`config.mk`:
```
export PLATFORM = sky130hd
export DESIGN_NAME = instruction_encoder
export DESIGN_NICKNAME = d
export VERILOG_FILES = /design/src/rtl/instruction_encoder.sv
export SDC_FILE = /design/constraint.sdc
export NUM_CORES = 1
export LEC_CHECK = 0
export CAP_MARGIN = 5
export CORE_MARGIN = 2
export CORE_UTILIZATION = 43
export CTS_CLUSTER_SIZE = 28
export DETAILED_ROUTE_END_ITERATION = 10
export PLACE_DENSITY_LB_ADDON = 0.3
export SYNTH_ARGS = -nofsm -noshare
export SYNTH_HDL_FRONTEND = slang
export SYNTH_SLANG_ARGS = --single-unit
```
`constraint.sdc`:
```
create_clock -name clk -period 2.1 [get_ports clk]
set_clock_uncertainty 0.15 [all_clocks]
set_input_delay 0.42 -clock clk [delete_from_list [all_inputs] [get_ports clk]]
set_output_delay 0.42 -clock clk [all_outputs]
set_load 0.02 [all_outputs]
```
`src/rtl/instruction_encoder.sv`:
```
// RV32I instruction packer: fields plus 32-bit immediate in, one instruction word out.
// Immediates are range-checked; the LI pseudo-op expands to ADDI or LUI(+ADDI).
module instruction_encoder #(
  parameter logic [31:0] NOP_WORD = 32'h00000013
) (
  input  logic        clk,
  input  logic        rst_n,
  input  logic        in_valid,
  output logic        in_ready,
  input  logic [2:0]  in_fmt,
  input  logic [6:0]  in_opcode,
  input  logic [4:0]  in_rd,
  input  logic [4:0]  in_rs1,
  input  logic [4:0]  in_rs2,
  input  logic [2:0]  in_funct3,
  input  logic [6:0]  in_funct7,
  input  logic [31:0] in_imm,
  output logic        out_valid,
  input  logic        out_ready,
  output logic [31:0] out_word,
  output logic        out_err
);

  localparam logic [2:0] FmtR  = 3'd0;
  localparam logic [2:0] FmtI  = 3'd1;
  localparam logic [2:0] FmtS  = 3'd2;
  localparam logic [2:0] FmtB  = 3'd3;
  localparam logic [2:0] FmtU  = 3'd4;
  localparam logic [2:0] FmtJ  = 3'd5;
  localparam logic [2:0] FmtLi = 3'd6;

  localparam logic [6:0] OpLui    = 7'h37;
  localparam logic [6:0] OpOpImm  = 7'h13;

  typedef enum logic [0:0] {StIdle, StLiLo} state_e;

  state_e      state_q, state_d;
  logic        out_valid_q, out_valid_d;
  logic [31:0] out_word_q, out_word_d;
  logic        out_err_q, out_err_d;
  logic [4:0]  li_rd_q, li_rd_d;
  logic [11:0] li_lo_q, li_lo_d;

  logic signed [31:0] imm_s;
  logic [31:0]        li_sum;
  logic               imm_fits12;
  logic [31:0]        enc_word;
  logic               enc_err;
  logic               enc_li_two;
  logic               out_free;

  assign imm_s      = $signed(in_imm);
  assign li_sum     = in_imm + 32'h0000_0800;
  assign imm_fits12 = (imm_s >= -32'sd2048) && (imm_s <= 32'sd2047);

  always_comb begin
    enc_word   = NOP_WORD;
    enc_err    = 1'b0;
    enc_li_two = 1'b0;
    case (in_fmt)
      FmtR: enc_word = {in_funct7, in_rs2, in_rs1, in_funct3, in_rd, in_opcode};
      FmtI: begin
        enc_err  = !imm_fits12;
        enc_word = {in_imm[11:0], in_rs1, in_funct3, in_rd, in_opcode};
      end
      FmtS: begin
        enc_err  = !imm_fits12;
        enc_word = {in_imm[11:5], in_rs2, in_rs1, in_funct3, in_imm[4:0], in_opcode};
      end
      FmtB: begin
        enc_err  = (imm_s < -32'sd4096) || (imm_s > 32'sd4094) || in_imm[0];
        enc_word = {in_imm[12], in_imm[10:5], in_rs2, in_rs1, in_funct3, in_imm[4:1],
                    in_imm[11], in_opcode};
      end
      FmtU: begin
        enc_err  = (in_imm[11:0] != 12'd0);
        enc_word = {in_imm[31:12], in_rd, in_opcode};
      end
      FmtJ: begin
        enc_err  = (imm_s < -32'sd1048576) || (imm_s > 32'sd1048574) || in_imm[0];
        enc_word = {in_imm[20], in_imm[10:1], in_imm[11], in_imm[19:12], in_rd, in_opcode};
      end
      FmtLi: begin
        if (imm_fits12) begin
          enc_word = {in_imm[11:0], 5'd0, 3'd0, in_rd, OpOpImm};
        end else begin
          // hi is rounded so that the sign-extended ADDI of lo lands on the exact value
          enc_word   = {li_sum[31:12], in_rd, OpLui};
          enc_li_two = (in_imm[11:0] != 12'd0);
        end
      end
      default: enc_err = 1'b1;
    endcase
    if (enc_err) begin
      enc_word = NOP_WORD;
    end
  end

  always_comb begin
    state_d     = state_q;
    out_valid_d = out_valid_q;
    out_word_d  = out_word_q;
    out_err_d   = out_err_q;
    li_rd_d     = li_rd_q;
    li_lo_d     = li_lo_q;
    out_free    = !out_valid_q || out_ready;
    in_ready    = rst_n && (state_q == StIdle) && out_free;

    if (state_q == StLiLo) begin
      // LUI sits in the output stage here, so out_free means it was just taken
      if (out_free) begin
        out_valid_d = 1'b1;
        out_word_d  = {li_lo_q, li_rd_q, 3'd0, li_rd_q, OpOpImm};
        out_err_d   = 1'b0;
        state_d     = StIdle;
      end
    end else if (in_valid && in_ready) begin
      out_valid_d = 1'b1;
      out_word_d  = enc_word;
      out_err_d   = enc_err;
      if (enc_li_two) begin
        state_d = StLiLo;
        li_rd_d = in_rd;
        li_lo_d = in_imm[11:0];
      end
    end else if (out_ready) begin
      out_valid_d = 1'b0;
    end
  end

  always_ff @(posedge clk or negedge rst_n) begin
    if (!rst_n) begin
      state_q     <= StIdle;
      out_valid_q <= 1'b0;
      out_word_q  <= 32'd0;
      out_err_q   <= 1'b0;
      li_rd_q     <= 5'd0;
      li_lo_q     <= 12'd0;
    end else begin
      state_q     <= state_d;
      out_valid_q <= out_valid_d;
      out_word_q  <= out_word_d;
      out_err_q   <= out_err_d;
      li_rd_q     <= li_rd_d;
      li_lo_q     <= li_lo_d;
    end
  end

  assign out_valid = out_valid_q;
  assign out_word  = out_word_q;
  assign out_err   = out_err_q;

endmodule
```
; ---- Word-level counts from Yosys, hierarchy flattened
; Index checks and enable logic that the tools add are counted.
; W data, S select, Z words.
[word_totals]
register_bits = 52
inputBits = 71
word_cells = 61
[classes]
add_sub_neg = 1
n_lt_le_gt_ge = 6
eq_ne = 7
n_mux = 20
n_bitwise = 1
n_reduce_logical = 20
[op_table]
columns = op, n
row1 = $pmux W32 S7, 1
row2 = $mux W32, 5
row3 = $add A32 B12 Y32 const B, 1
row4 = $ge A32 B12 Y1 const B, 1
row5 = $gt A32 B13 Y1 const B, 1
row6 = $gt A32 B21 Y1 const B, 1
row7 = $le A32 B12 Y1 const B, 1
row8 = $lt A32 B13 Y1 const B, 1
row9 = $lt A32 B21 Y1 const B, 1
row10 = $mux W1, 13
row11 = $reduce_bool A12 Y1, 1
row12 = $eq A3 B3 Y1 const B, 3
row13 = $eq A3 B2 Y1 const B, 2
row14 = $logic_or A1 B1 Y1, 5
row15 = $pmux W1 S5, 1
row16 = $logic_and A1 B1 Y1, 4
row17 = $reduce_and A2 Y1, 2
row18 = $reduce_or A2 Y1, 2
row19 = $eq A3 B1 Y1 const B, 1
row20 = $logic_not A3 Y1, 1
row21 = $reduce_and A3 Y1, 1
row22 = $reduce_bool A3 Y1, 1
row23 = $logic_not A1 Y1, 2
row24 = $ne A2 B1 Y1 const B, 1
row25 = 2 further kinds, 2

; ---- Depth between registers and ports, before layout
; Gate-level depths: netlist of the first run.
[depth]
word_depth = 7
depth_mapped = 8

; ---- Worst setup path after synthesis of the first run
; Ideal clock, no wire load.
[synth_path]
path_type = input to register
start = input in_imm[16]
end = register li_lo_q[10]
t_arrival_ps = 2104
required_ps = 1825
slack_ps = -279
path_stages = 7
n_path_buf = 1
cell_sequence = or4_4 nor4_4 a22o_4 nor2_1 nand3_2 buf_6 mux2_2
[synth_via]
elab_chain_cells = 5
word_cells_on_any_way = 6
cone_classes = order compare (2) / mux (2) / reduce/logical (2)
[synth_rtl]
columns = item, line_no
row1 = from (decl), 17  ; input logic [31:0] in_imm,
row2 = $ge A32 B12 Y1 / $le A32 B12 Y1 (equally long branches), 54  ; assign imm_fits12 = (imm_s >= -32'sd2048) && (imm_s <= 32'sd2047);
row3 = $logic_and A1 B1 Y1 *, 54
row4 = $mux W1 *, 84  ; if (imm_fits12) begin
row5 = $mux W1 *, 60  ; case (in_fmt)
row6 = $reduce_and A3 Y1 (no line) *, -
row7 = to (signal assigned), 145  ; li_lo_q <= li_lo_d;
row8 = to (decl), 42  ; logic [11:0] li_lo_q, li_lo_d;
; Every way passes the cells marked *; elsewhere a longest branch is shown, timed or not.
; A chain may end at the register's enable or synchronous reset.

; ---- Final worst setup path of the first run
[layout_path]
start = input in_imm[7]
end = register out_word_q[23] (netlist: out_word[23])
[layout_via]
elab_chain_cells = 7
word_cells_on_any_way = 20
cone_classes = add/sub (1) / order compare (6) / mux (6) / reduce/logical (7)
[layout_rtl]
columns = item, line_no
row1 = "$ge A32 B12 Y1, or another cell as far along", 54
row2 = "$logic_and A1 B1 Y1, or another cell as far along", 54
row3 = "$mux W32, or another cell as far along", 84
row4 = $pmux W32 S7 / $pmux W1 S5 (equally long branches), 60
row5 = $mux W32 *, 94  ; if (enc_err) begin
row6 = $mux W32 *, 117  ; end else if (in_valid && in_ready) begin
row7 = $mux W32 *, 109  ; if (state_q == StLiLo) begin
row8 = to (signal assigned), 142  ; out_word_q <= out_word_d;
row9 = to (decl), 39  ; logic [31:0] out_word_q, out_word_d;
; Every way passes the cells marked *; elsewhere a longest branch is shown, timed or not. The select of a mux whose other input is x is not followed.

==> key figures, run 1 <==
Clocking
  • Clk slew on worst S/H paths: 0.12 ns
  • Clock sink count: 52
  • Htree depth: 2
  • Clk_lat worst skew: 0.33 ns
  • Root Driver: clkbuf_8
  • Total CTS buffers: 5
  • Clock Tree Buf Depth: 2
  • CTS tree: done

Critical path
  • Critical Path Source Type: primary input
  • Worst Path Max Fanout: 6
  • WP data arrival: 2.42 ns
  • Worst setup EP type: flop
  • WP data required: 2.19 ns
  • Crit-path max cell delay: 0.34 ns
  • Worst setup path class: primary input to flop
  • CP Cell Sequence: dlygate4sd2_1 -> nor4_2 -> buf_4 -> a311oi_1 -> o21ai_1 -> o221a_4 -> buf_12 -> nand3b_4 -> a221oi_2
  • Slowest cell on crit path: nor4_2

Placement
  • Input/output buffers: 105
  • Placed cells: 657
  • Final Wtd Congestion: 0.944
  • Dpl hpwl: 10200 um

GRT
  • Grt total ovfl: 0
  • Pin count of the biggest net entering global routing: 30
  • Vias in the first global route: 4309
  • Global-route wire length before repair: 22700 um
  • Initial antenna violation count: 0
  • GRT Util Overall: 33.6%

Floorplan
  • Die Height: 94.1 um
  • Standard-cell row count: 32
  • Initial core utilization: 44.7%
  • Die ar.: 8850 um^2
  • I/O Pins: 106
  • Core Area: 7810 um^2
  • Width of the die: 94.1 um

Synthesis
  • Most numerous cell in the Yosys netlist: dfrtp_1
  • Cell variety after synth: 60
  • Post-synthesis xor/xnor area fraction: 3.01%
  • Syn nets: 449
  • Synth Area in Adders: 0.717%
  • Dominant cell type by area after synthesis: dfrtp_1
  • Yosys reg bits: 52
  • Leading post-synthesis cells by cell area: dfrtp_1 (37%), mux2_2 (7.1%), a21oi_1 (4.0%), o21ai_0 (4.0%), o31ai_2 (3.6%)
  • Synth Instances: 376
  • YS warnings: 0
  • Post-synthesis simple-gate area fraction: 20.7%
  • Number of synthesized flops with an enable pin: 0
  • Top_reg_cell synth: dfrtp_1
  • Compound-Gate Fraction of Synth Area: 26.5%
  • Sequential area share after synthesis: 37.3%
  • Post-Syn Area: 3490 um^2
  • Largest family of logic cells by synthesized area: compound AO/OA/AOI/OAI gates
  • Syn Area/Cell: 9.28 um^2
  • Yosys top cell area share: 37.3%
  • FFs w/ async S/R, synth: 100%
  • Top post-synthesis cells by count: dfrtp_1 (52), nand2_1 (29), a21oi_1 (28), o21ai_0 (28), nor2_1 (25)
  • Multiplexer share of the synthesized area: 7.67%

Outcome
  • Status: finished with violations
  • Failing checks: negative setup slack

Layout
  • NumNets Final: 670
  • Area delta synth->final: 80.9%
  • Post-Route Utilization: 80.8%
  • Fillers: 470
  • N_diodes: 0
  • Non-filler cells, final: 700
  • Share of cells above drive strength 1: 46.5%

Timing
  • Final TNS setup: -6.63 ns
  • RSZ-0062 raised after global routing: yes
  • Min setup slack post-route: -0.225 ns
  • Tmin final: 2.33 ns
  • Final critical-path share of the clock period: 111%
  • Final hold vios: 0
  • Final-report max-slew violation count: 0
  • Max Freq: 430 MHz
  • # setup viols final: 49
  • Slew Limit Headroom: 30.5%
  • Worst Tran Pin Value: 1.04 ns

Drt
  • Wire length per cell: 22.6 um
  • Initial drt markers: 446
  • DR vias/cell: 6.39
  • Final wirelength: 15800 um
  • # DRC: 0
  • Iteration count of the initial detailed-routing pass: 7
  • Final ANT Viol Nets: 0
  • Vias: 4473

Power and ir drop
  • Maximum vdd drop: 381 uV
  • Pwr Total: 3.50 mW
  • Lkg Pwr: 2.76 nW
  • PD cells: 555 nW/um^2

Flow run
  • MaxCap Viol Count: 0

Min path
  • Hold WC Path Type: primary input to async pin
## report_power, final
group | switching [mW] | total (mW) | internal, mW | leakage, nW
clock network | 0.405 | 0.644 | 0.239 | 0.0445
logic | 0.744 | 1.53 | 0.788 | 2.06
registers | 0.128 | 1.33 | 1.20 | 0.651
## critical path, delay by kind of cell
kind	cells	cell delay, ns
compound gates	4	0.89
buf+inv	3	0.61
simple gates	2	0.49
## metrics by stage
step	worst slack, ns	hold WS [ns]	cell area (um^2)
after floorplan	-0.262	-0.0256	3510
after global placement	-0.950	0.315	5350
after detailed placement	-1.00	0.324	5350
after CTS	-0.202	0.0168	6110
after global routing	-0.255	0.0480	6310
final	-0.225	0.0154	6310
## registers in the layout (all words and copies together), names as in the netlist
signal / cells
li_rd_q: 5
li_lo_q: 12
out_valid: 1
state_q: 1
out_err: 1
out_word: 32
## layout by cell type, fill, tap and decap left out, types with 4 or more instances in the layout
cell             netlist  final
a21oi_1               28     21
a21oi_2                0      6
a221oi_2               0      9
a222oi_1               5      5
a22oi_1               13     11
and3_1                13     11
buf_12                 0      8
buf_2                  4      6
buf_4                  1    108
buf_6                  3     15
clkbuf_2               0     13
clkbuf_8               0      5
clkdlybuf4s50_1        0     67
dfrtp_1               52     52
dlygate4sd2_1          0     11
dlymetal6s2s_1         0      4
inv_1                  4      4
mux2_2                22      6
mux2_4                 0     16
nand2_1               29     26
nand2b_1               6      5
nand3_1               10      8
nand4_1                8      8
nor2_1                25     22
nor3_1                 7      6
nor4_4                 1      8
o21ai_0               28     11
o21ai_1                2      9
o21ai_2                1     11
o22ai_2                0      8
o31ai_2               10      9
xnor2_1               10      9
## cell families after synthesis
family / Yosys count
xor+xnor: 12
flops: 52
buf+inv: 30
simple gates: 129
fa+ha+maj: 2
compound gates: 127
mux: 24
## layout make-up
cell class | count | area, um^2 | share of cell area (%)
inverters | 5 | 18.8 | 0.297
multi-input cells | 296 | 2650 | 41.9
clock buffers | 5 | 68.8 | 1.09
clock inverters | 3 | 21.3 | 0.337
well taps | 102 | 128 | 2.02
repair buffers | 237 | 2130 | 33.7
flip-flops and latches | 52 | 1300 | 20.6
## layer usage
| layer | up-vias | share of wire (%) | track usage (%) | wire (um) |
|---|---|---|---|---|
| li1 | 1902 | - | - | - |
| met1 | 2146 | 37 | 41.8 | 5910 |
| met2 | 331 | 49 | 57.8 | 7730 |
| met3 | 94 | 8.9 | 5.62 | 1400 |
| met4 | 0 | 5.1 | 13.6 | 804 |
| met5 | - | 0 | 0 | 0 |
## timing repair
item / 4_1_cts / 5_1_grt
pin swaps: 40 / 46
gates cloned: 4 / 2
resized for setup: 152 / 85
setup buffers: 23 / 11
hold buffers: 1 / 0
endpoints found under the setup margin: 52 / 52
endpoints found under the hold margin: 23 / 0
## path summary, 6_finish.rpt
| check | start | end | slack, ns | cells after the start |
|---|---|---|---|---|
| worst max-delay path | in_imm[7] | out_word[23]$_DFFE_PN0P_ | -0.23 | 9 |
| worst min-delay path | rst_n | li_lo_q[5]$_DFFE_PN0P_ | 0.02 | 2 |
| worst max register to register | out_valid$_DFFE_PN0P_ | out_word[30]$_DFFE_PN0P_ | 0.08 | 8 |
| worst min register to register | out_word[14]$_DFFE_PN0P_ | out_word[14]$_DFFE_PN0P_ | 0.35 | 2 |
| max in group asynchronous | rst_n | out_word[7]$_DFFE_PN0P_ | 0.33 | 3 |
| min in group clk | out_ready | state_q$_DFF_PN0_ | 0.27 | 4 |
No activity file was read; power rests on OpenSTA's default activity.
==> run 2: changes to the inputs <==
MAX_ROUTING_LAYER = met4   (was unset)
==> run 2 against run 1 <==
Against the previous run:
- the run still ends with negative setup slack left
- worst setup slack better by 0.11 ns
- final area is 1.8% higher
- critical path depth is 2 lower
- clock-buffer cell count stayed put
- sequential share of layout area down 0.37 points
- register-to-register slack better by 0.05 ns
- total power increased by 2.2%
- die area unchanged
- clock power increased by 3.3%
- non-clock buffer count rose by 4
- largest cell class unchanged
- largest power group unchanged
- highest routed layer unchanged
==> key figures, run 2 (synthesis gave the netlist of run 1 again) <==
Power and ir drop
  • PD cells: 557 nW/um^2 (+0.43%)
  • Maximum vdd drop: 502 uV (+32%)
  • Lkg Pwr: 2.79 nW (+1.1%)

GRT
  • Grt total ovfl: 0 (unchanged)
  • Pin count of the biggest net entering global routing: 28 (-6.7%)
  • Initial antenna violation count: 0 (unchanged)
  • GRT Util Overall: 34.6% (+1.0 points)
  • Vias in the first global route: 4328 (+0.44%)
  • Global-route wire length before repair: 22900 um (+1.1%)

Critical path
  • Top delay family on crit path: simple AND/OR/NAND/NOR gates
  • WP data arrival: 2.28 ns (-0.14 ns)
  • Worst Path Max Fanout: 5 (-1)
  • Slowest cell on crit path: or4_4
  • Worst setup path class: primary input to flop
  • Critical Path Source Type: primary input
  • Worst setup EP type: flop
  • WP buf/inv: 1 (-2)
  • Crit-path max cell delay: 0.56 ns (+0.22 ns)
  • CP Depth: 7 (-2)
  • CP Cell Sequence: buf_6 -> or4_4 -> nor4_4 -> a22o_4 -> o221a_4 -> nand3_4 -> o32a_1
  • Worst r2r path cells: 7 (-1)
  • WP data required: 2.17 ns (-0.02 ns)

Timing
  • Final TNS setup: -1.88 ns (+4.74 ns)
  • Final hold vios: 0 (unchanged)
  • Slew Limit Headroom: 63.3% (+33 points)
  • RSZ-0062 raised after global routing: yes
  • Min setup slack post-route: -0.112 ns (+0.113 ns)
  • Final-report max-slew violation count: 0 (unchanged)
  • Final critical-path share of the clock period: 105% (-5.4 points)
  • Hold slack: 0.309 ns (+0.294 ns)
  • Max Freq: 452 MHz (+5.1%)
  • Tmin final: 2.21 ns (-0.113 ns)
  • Worst Tran Pin Value: 0.550 ns (-0.489 ns)
  • # setup viols final: 39 (-20%)

Flow run
  • MaxCap Viol Count: 0 (unchanged)

Layout
  • Number of flip-flops under the largest register name: 32 (unchanged)
  • Fillers: 459 (-2.3%)
  • Most common cell after layout, fill and taps aside: buf_4
  • N_diodes: 0 (unchanged)
  • Area delta synth->final: 84.1%
  • Share of cells above drive strength 1: 49.1% (+2.6 points)
  • Most frequent cells in the layout: buf_4 (104), clkdlybuf4s50_1 (68), dfrtp_1 (52), nand2_1 (27), buf_6 (22)
  • NumNets Final: 673 (+0.45%)

Placement
  • Input/output buffers: 105 (unchanged)
  • Dpl hpwl: 9990 um (-1.7%)
  • Final Wtd Congestion: 0.981 (+3.9%)

Clocking
  • Root Driver: clkbuf_8
  • Clk slew on worst S/H paths: 0.11 ns (about the same)
  • Clock sink count: 52 (unchanged)
  • CTS tree: done
  • Clk_lat worst skew: 0.33 ns (about the same)
  • Total CTS buffers: 5 (unchanged)
  • Clock Tree Buf Depth: 2 (unchanged)
  • Htree depth: 2 (unchanged)

Floorplan
  • Standard-cell row count: 32 (unchanged)
  • Core Area: 7810 um^2 (unchanged)
  • I/O Pins: 106 (unchanged)
  • Die ar.: 8850 um^2 (unchanged)
  • Width of the die: 94.1 um (unchanged)
  • Initial core utilization: 44.7% (unchanged)
  • Die Height: 94.1 um (unchanged)

Drt
  • Initial drt markers: 426 (-4.5%)
  • Iteration count of the initial detailed-routing pass: 6 (-1)
  • DR vias/cell: 6.22 (-2.7%)
  • Wire length per cell: 22.4 um (-1.2%)
  • # DRC: 0 (unchanged)
  • Final wirelength: 15700 um (-0.81%)
  • Vias: 4370 (-2.3%)
  • Final ANT Viol Nets: 0 (unchanged)

Min path
  • Hold WC Path Type: primary input to flop
  • Hold Crit Depth: 2

Outcome
  • Failing checks: negative setup slack
  • Status: finished with violations
## run 2: power by group
| part | switching, mW | internal (mW) | leakage [nW] | total [mW] |
|---|---|---|---|---|
| clock network | 0.412 | 0.253 | 0.0511 | 0.665 |
| registers | 0.130 | 1.20 | 0.651 | 1.33 |
| logic | 0.761 | 0.826 | 2.09 | 1.59 |
## run 2: path summary, 6_finish.rpt
path | startpoint | end | slack (ns)
worst max-delay path | in_imm[15] | out_word[1]$_DFFE_PN0P_ | -0.11
worst min register to register | out_word[2]$_DFFE_PN0P_ | out_word[2]$_DFFE_PN0P_ | 0.34
max in group asynchronous | rst_n | out_word[16]$_DFFE_PN0P_ | 0.96
min in group asynchronous | rst_n | out_word[25]$_DFFE_PN0P_ | 0.55
worst max register to register | out_valid$_DFFE_PN0P_ | li_rd_q[1]$_DFFE_PN0P_ | 0.13
worst min-delay path | in_imm[5] | li_lo_q[5]$_DFFE_PN0P_ | 0.31
## run 2: metrics by stage
stage                     setup slack (ns)  std cells  area (um^2)  power [mW]  util (%)
after CTS                           -0.178        690         6230        3.46      79.8
after floorplan                     -0.262        376         3510        1.89         -
after global routing                -0.121        703         6420        3.72      82.3
final                               -0.112        703         6420        3.58      82.3
after global placement              -0.942        657         5380        2.55      68.9
after detailed placement             -1.01        657         5380        2.58      68.9
## run 2: cell type report
| type | count | area (um^2) | share of cell area (%) |
|---|---|---|---|
| clock inverters | 3 | 28.8 | 0.448 |
| multi-input cells | 295 | 2680 | 41.7 |
| inverters | 5 | 18.8 | 0.292 |
| clock buffers | 5 | 68.8 | 1.07 |
| flip-flops and latches | 52 | 1300 | 20.3 |
| well taps | 102 | 128 | 1.99 |
| repair buffers | 241 | 2200 | 34.2 |
## run 2: worst register-to-register path: stages (launching register included)
cell and delay (ns):
dfrtp_1 0.42, nor2b_2 0.19, nor2_4 0.14, and3_1 0.22, buf_12 0.15, nand3_4 0.12, buf_12 0.19, mux2_4 0.30
## run 2: timing repair
action / CTS / global route
pin swaps: 40 / 34
endpoints found under the hold margin: 25 / 0
buffers inserted: 20 / 12
hold buffers: 1 / 0
gates cloned: 4 / 1
resized for setup: 184 / 83
setup endpoints to repair: 52 / 50
## run 2: per-layer routing
metal / vias up / track usage [%] / part of all wire, % / wire length [um]
met2: 265 / 58.1 / 50 / 7810
met3: 56 / 4.74 / 7.3 / 1150
met4: 0 / 12.6 / 4.0 / 628
met5: - / - / 0 / 0
li1: 1908 / - / - / -
met1: 2141 / 42.8 / 39 / 6130
==> run 3: changes to the inputs <==
--- a/config.mk
+++ b/config.mk
@@ -7,5 +7,5 @@
 export LEC_CHECK = 0
 export CAP_MARGIN = 5
-export CORE_MARGIN = 2
+export CORE_MARGIN = 1
 export CORE_UTILIZATION = 43
 export CTS_CLUSTER_SIZE = 28
--- a/constraint.sdc
+++ b/constraint.sdc
@@ -3,3 +3,3 @@
 set_input_delay 0.42 -clock clk [delete_from_list [all_inputs] [get_ports clk]]
 set_output_delay 0.42 -clock clk [all_outputs]
-set_load 0.02 [all_outputs]
+set_load 0.01 [all_outputs]
==> run 3 against run 2 <==
Against the previous run:
- the flow still finishes with violations (negative setup slack)
- register-to-register slack worse by 0.14 ns
- cell count is 1.8% higher
- sequential share of layout area is 0.54 points lower
- critical path depth is 4 higher
- clock power is 7.2% lower
- critical endpoint is now out_word[19]$_DFFE_PN0P_
==> key figures, run 3 (synthesis gave the netlist of run 1 again) <==
Critical path
  • R2r startpoint: out_valid$_DFFE_PN0P_
  • R2r setup slk: -0.01 ns (-0.14 ns)
  • Worst Path Max Fanout: 4 (-1)
  • Slowest cell on crit path: or4_4
  • Critical path's most frequent cell: buf_4
  • Crit-path max cell delay: 0.54 ns (-0.02 ns)
  • CP Cell Sequence: buf_6 -> or4_4 -> nor4_4 -> buf_4 -> buf_6 -> a22oi_2 -> buf_4 -> buf_4 -> a32o_1 -> a21oi_2 -> o31ai_2
  • WP data required: 2.15 ns (-0.02 ns)
  • Worst setup path class: primary input to flop
  • Worst setup EP type: flop
  • Worst setup path start: in_imm[16]
  • Critical Path Source Type: primary input
  • WP data arrival: 2.36 ns (+0.08 ns)

Clocking
  • Root Driver: clkbuf_8
  • Clk slew on worst S/H paths: 0.11 ns (about the same)
  • Clk_lat worst skew: 0.32 ns (about the same)
  • Clock sink count: 52 (unchanged)
  • Clock Tree Buf Depth: 2 (unchanged)
  • Htree depth: 2 (unchanged)
  • CTS tree: done
  • Total CTS buffers: 5 (unchanged)

Floorplan
  • Core Area: 7810 um^2 (unchanged)
  • Width of the die: 92.1 um (-2.1%)
  • Standard-cell row count: 32 (unchanged)
  • Initial core utilization: 44.7% (unchanged)
  • Die ar.: 8480 um^2 (-4.2%)
  • I/O Pins: 106 (unchanged)
  • Die Height: 92.1 um (-2.1%)

Power and ir drop
  • PD cells: 525 nW/um^2 (-5.9%)
  • Clk pwr share: 17.8% (-0.8 points)
  • Comb pwr share: 43.8% (-0.5 points)
  • Pwr Total: 3.46 mW (-3.3%)
  • Maximum vdd drop: 424 uV (-16%)
  • Internal power: 2.28 mW (about the same)
  • Switch Pwr: 1.18 mW (-9.3%)
  • Switching share of total power: 34.1% (-2.2 points)
  • Lkg Pwr: 2.93 nW (+5.1%)
  • Share of power burned in registers: 38.4% (+1.3 points)

Placement
  • Placed cells: 675 (+2.7%)
  • Final Wtd Congestion: 1.00 (+2.0%)
  • Dpl hpwl: 10100 um (+1.4%)
  • Input/output buffers: 105 (unchanged)

Layout
  • Most frequent cells in the layout: buf_4 (113), clkdlybuf4s50_1 (68), dfrtp_1 (52), nand2_1 (28), buf_6 (25)
  • NumNets Final: 686 (+1.9%)
  • Most common cell after layout, fill and taps aside: buf_4
  • Area delta synth->final: 89.1%
  • Fillers: 409 (-11%)
  • Non-filler cells, final: 716 (+1.8%)
  • N_diodes: 0 (unchanged)
  • Number of flip-flops under the largest register name: 32 (unchanged)
  • Share of cells above drive strength 1: 46.9% (-2.2 points)

Timing
  • Slew Limit Headroom: 66.3% (+3.0 points)
  • # setup viols final: 50 (+28%)
  • Final TNS setup: -7.91 ns (-6.02 ns)
  • Tmin final: 2.32 ns (+0.104 ns)
  • Final-report max-slew violation count: 0 (unchanged)
  • Min setup slack post-route: -0.215 ns (-0.104 ns)
  • Final critical-path share of the clock period: 110% (+4.9 points)
  • RSZ-0062 raised after global routing: yes
  • Worst Tran Pin Value: 0.503 ns (-0.0472 ns)
  • Final hold vios: 0 (unchanged)
  • Max Freq: 432 MHz (-4.5%)

Drt
  • Initial drt markers: 427 (+0.23%)
  • Wire length per cell: 22.2 um (-0.90%)
  • Iteration count of the initial detailed-routing pass: 5 (-1)
  • Vias: 4491 (+2.8%)
  • # DRC: 0 (unchanged)
  • Final wirelength: 15900 um (+0.93%)
  • DR vias/cell: 6.27 (+0.90%)
  • Final ANT Viol Nets: 0 (unchanged)

Min path
  • Hold WC Path Type: primary input to async pin

GRT
  • Global-route wire length before repair: 21900 um (-4.1%)
  • Initial antenna violation count: 0 (unchanged)
  • Pin count of the biggest net entering global routing: 27 (-3.6%)
  • Vias in the first global route: 4268 (-1.4%)
  • Grt total ovfl: 0 (unchanged)
  • GRT Util Overall: 34.3% (-0.35 points)

Flow run
  • MaxCap Viol Count: 0 (unchanged)

Outcome
  • Failing checks: negative setup slack
  • Status: finished with violations
## run 3: cell count changes in the layout (fill, tap and decap cells not counted), sizes merged
cell           before  now
clkinv              1    2
clkinvlp            0    1
dlymetal6s2s        1    8
clkbuf             22   13
dlygate4sd3         1    0
buf               148  156
dlygate4sd2         4    7
dlymetal6s4s        0    1
inv                 7    5
clkdlybuf4s15       2    6
## run 3: timing repair
action                                  4_1_cts  5_1_grt
endpoints found under the setup margin       52       52
resized for setup                           134      103
gates cloned                                  2        5
hold buffers                                  1        0
pin swaps                                    37       43
setup buffers                                18       14
hold endpoints to repair                     26        0
## run 3: path summary, 6_finish.rpt
check	cells past startpoint	end
worst min-delay path	2	out_word[0]$_DFFE_PN0P_
min in group clk	2	out_word[14]$_DFFE_PN0P_
worst min register to register	2	out_word[14]$_DFFE_PN0P_
max in group asynchronous	2	out_word[15]$_DFFE_PN0P_
worst max register to register	9	out_word[30]$_DFFE_PN0P_
worst max-delay path	11	out_word[19]$_DFFE_PN0P_
## run 3: layer usage
metal	GRT usage, %	vias to the layer above	wire length (um)	share of wire [%]
met1	42.5	2187	6270	39
met5	-	-	0	0
li1	-	1930	-	-
met4	11.5	0	539	3.4
met2	57.9	320	7870	50
met3	4.39	54	1190	7.5
## run 3: through the flow
step                instance area, um^2  utilization (%)  hold slack (ns)  setup WS [ns]
finish                             6600             84.5            0.132         -0.215
global route                       6600             84.5            0.145         -0.303
CTS                                6110             78.3            0.339         -0.190
detailed placement                 5530             70.8            0.254          -1.01
global placement                   5530             70.8            0.243         -0.938
floorplan                          3510                -          -0.0256         -0.262
## run 3: power by group through the flow
stage	clock network [mW]	logic, mW	registers [mW]
after global placement	0	1.17	1.31
after detailed placement	0	1.19	1.33
after global routing	0.656	1.59	1.34
after floorplan	0	0.434	1.36
final	0.617	1.52	1.33
after CTS	0.611	1.33	1.31
## run 3: worst max-delay path: cells and delay by family
kind                   cells  cell delay (ns)
buffers and inverters      5             0.63
and+or+nand+nor            2             0.77
AOI/OAI and AO/OA          4             0.52
## run 3: layout make-up
cell class | count | area, um^2 | share of cell area (%)
inverters | 5 | 18.8 | 0.284
flip-flops and latches | 52 | 1300 | 19.7
well taps | 102 | 128 | 1.93
multi-input cells | 295 | 2670 | 40.5
repair buffers | 254 | 2390 | 36.2
clock inverters | 3 | 21.3 | 0.322
clock buffers | 5 | 68.8 | 1.04
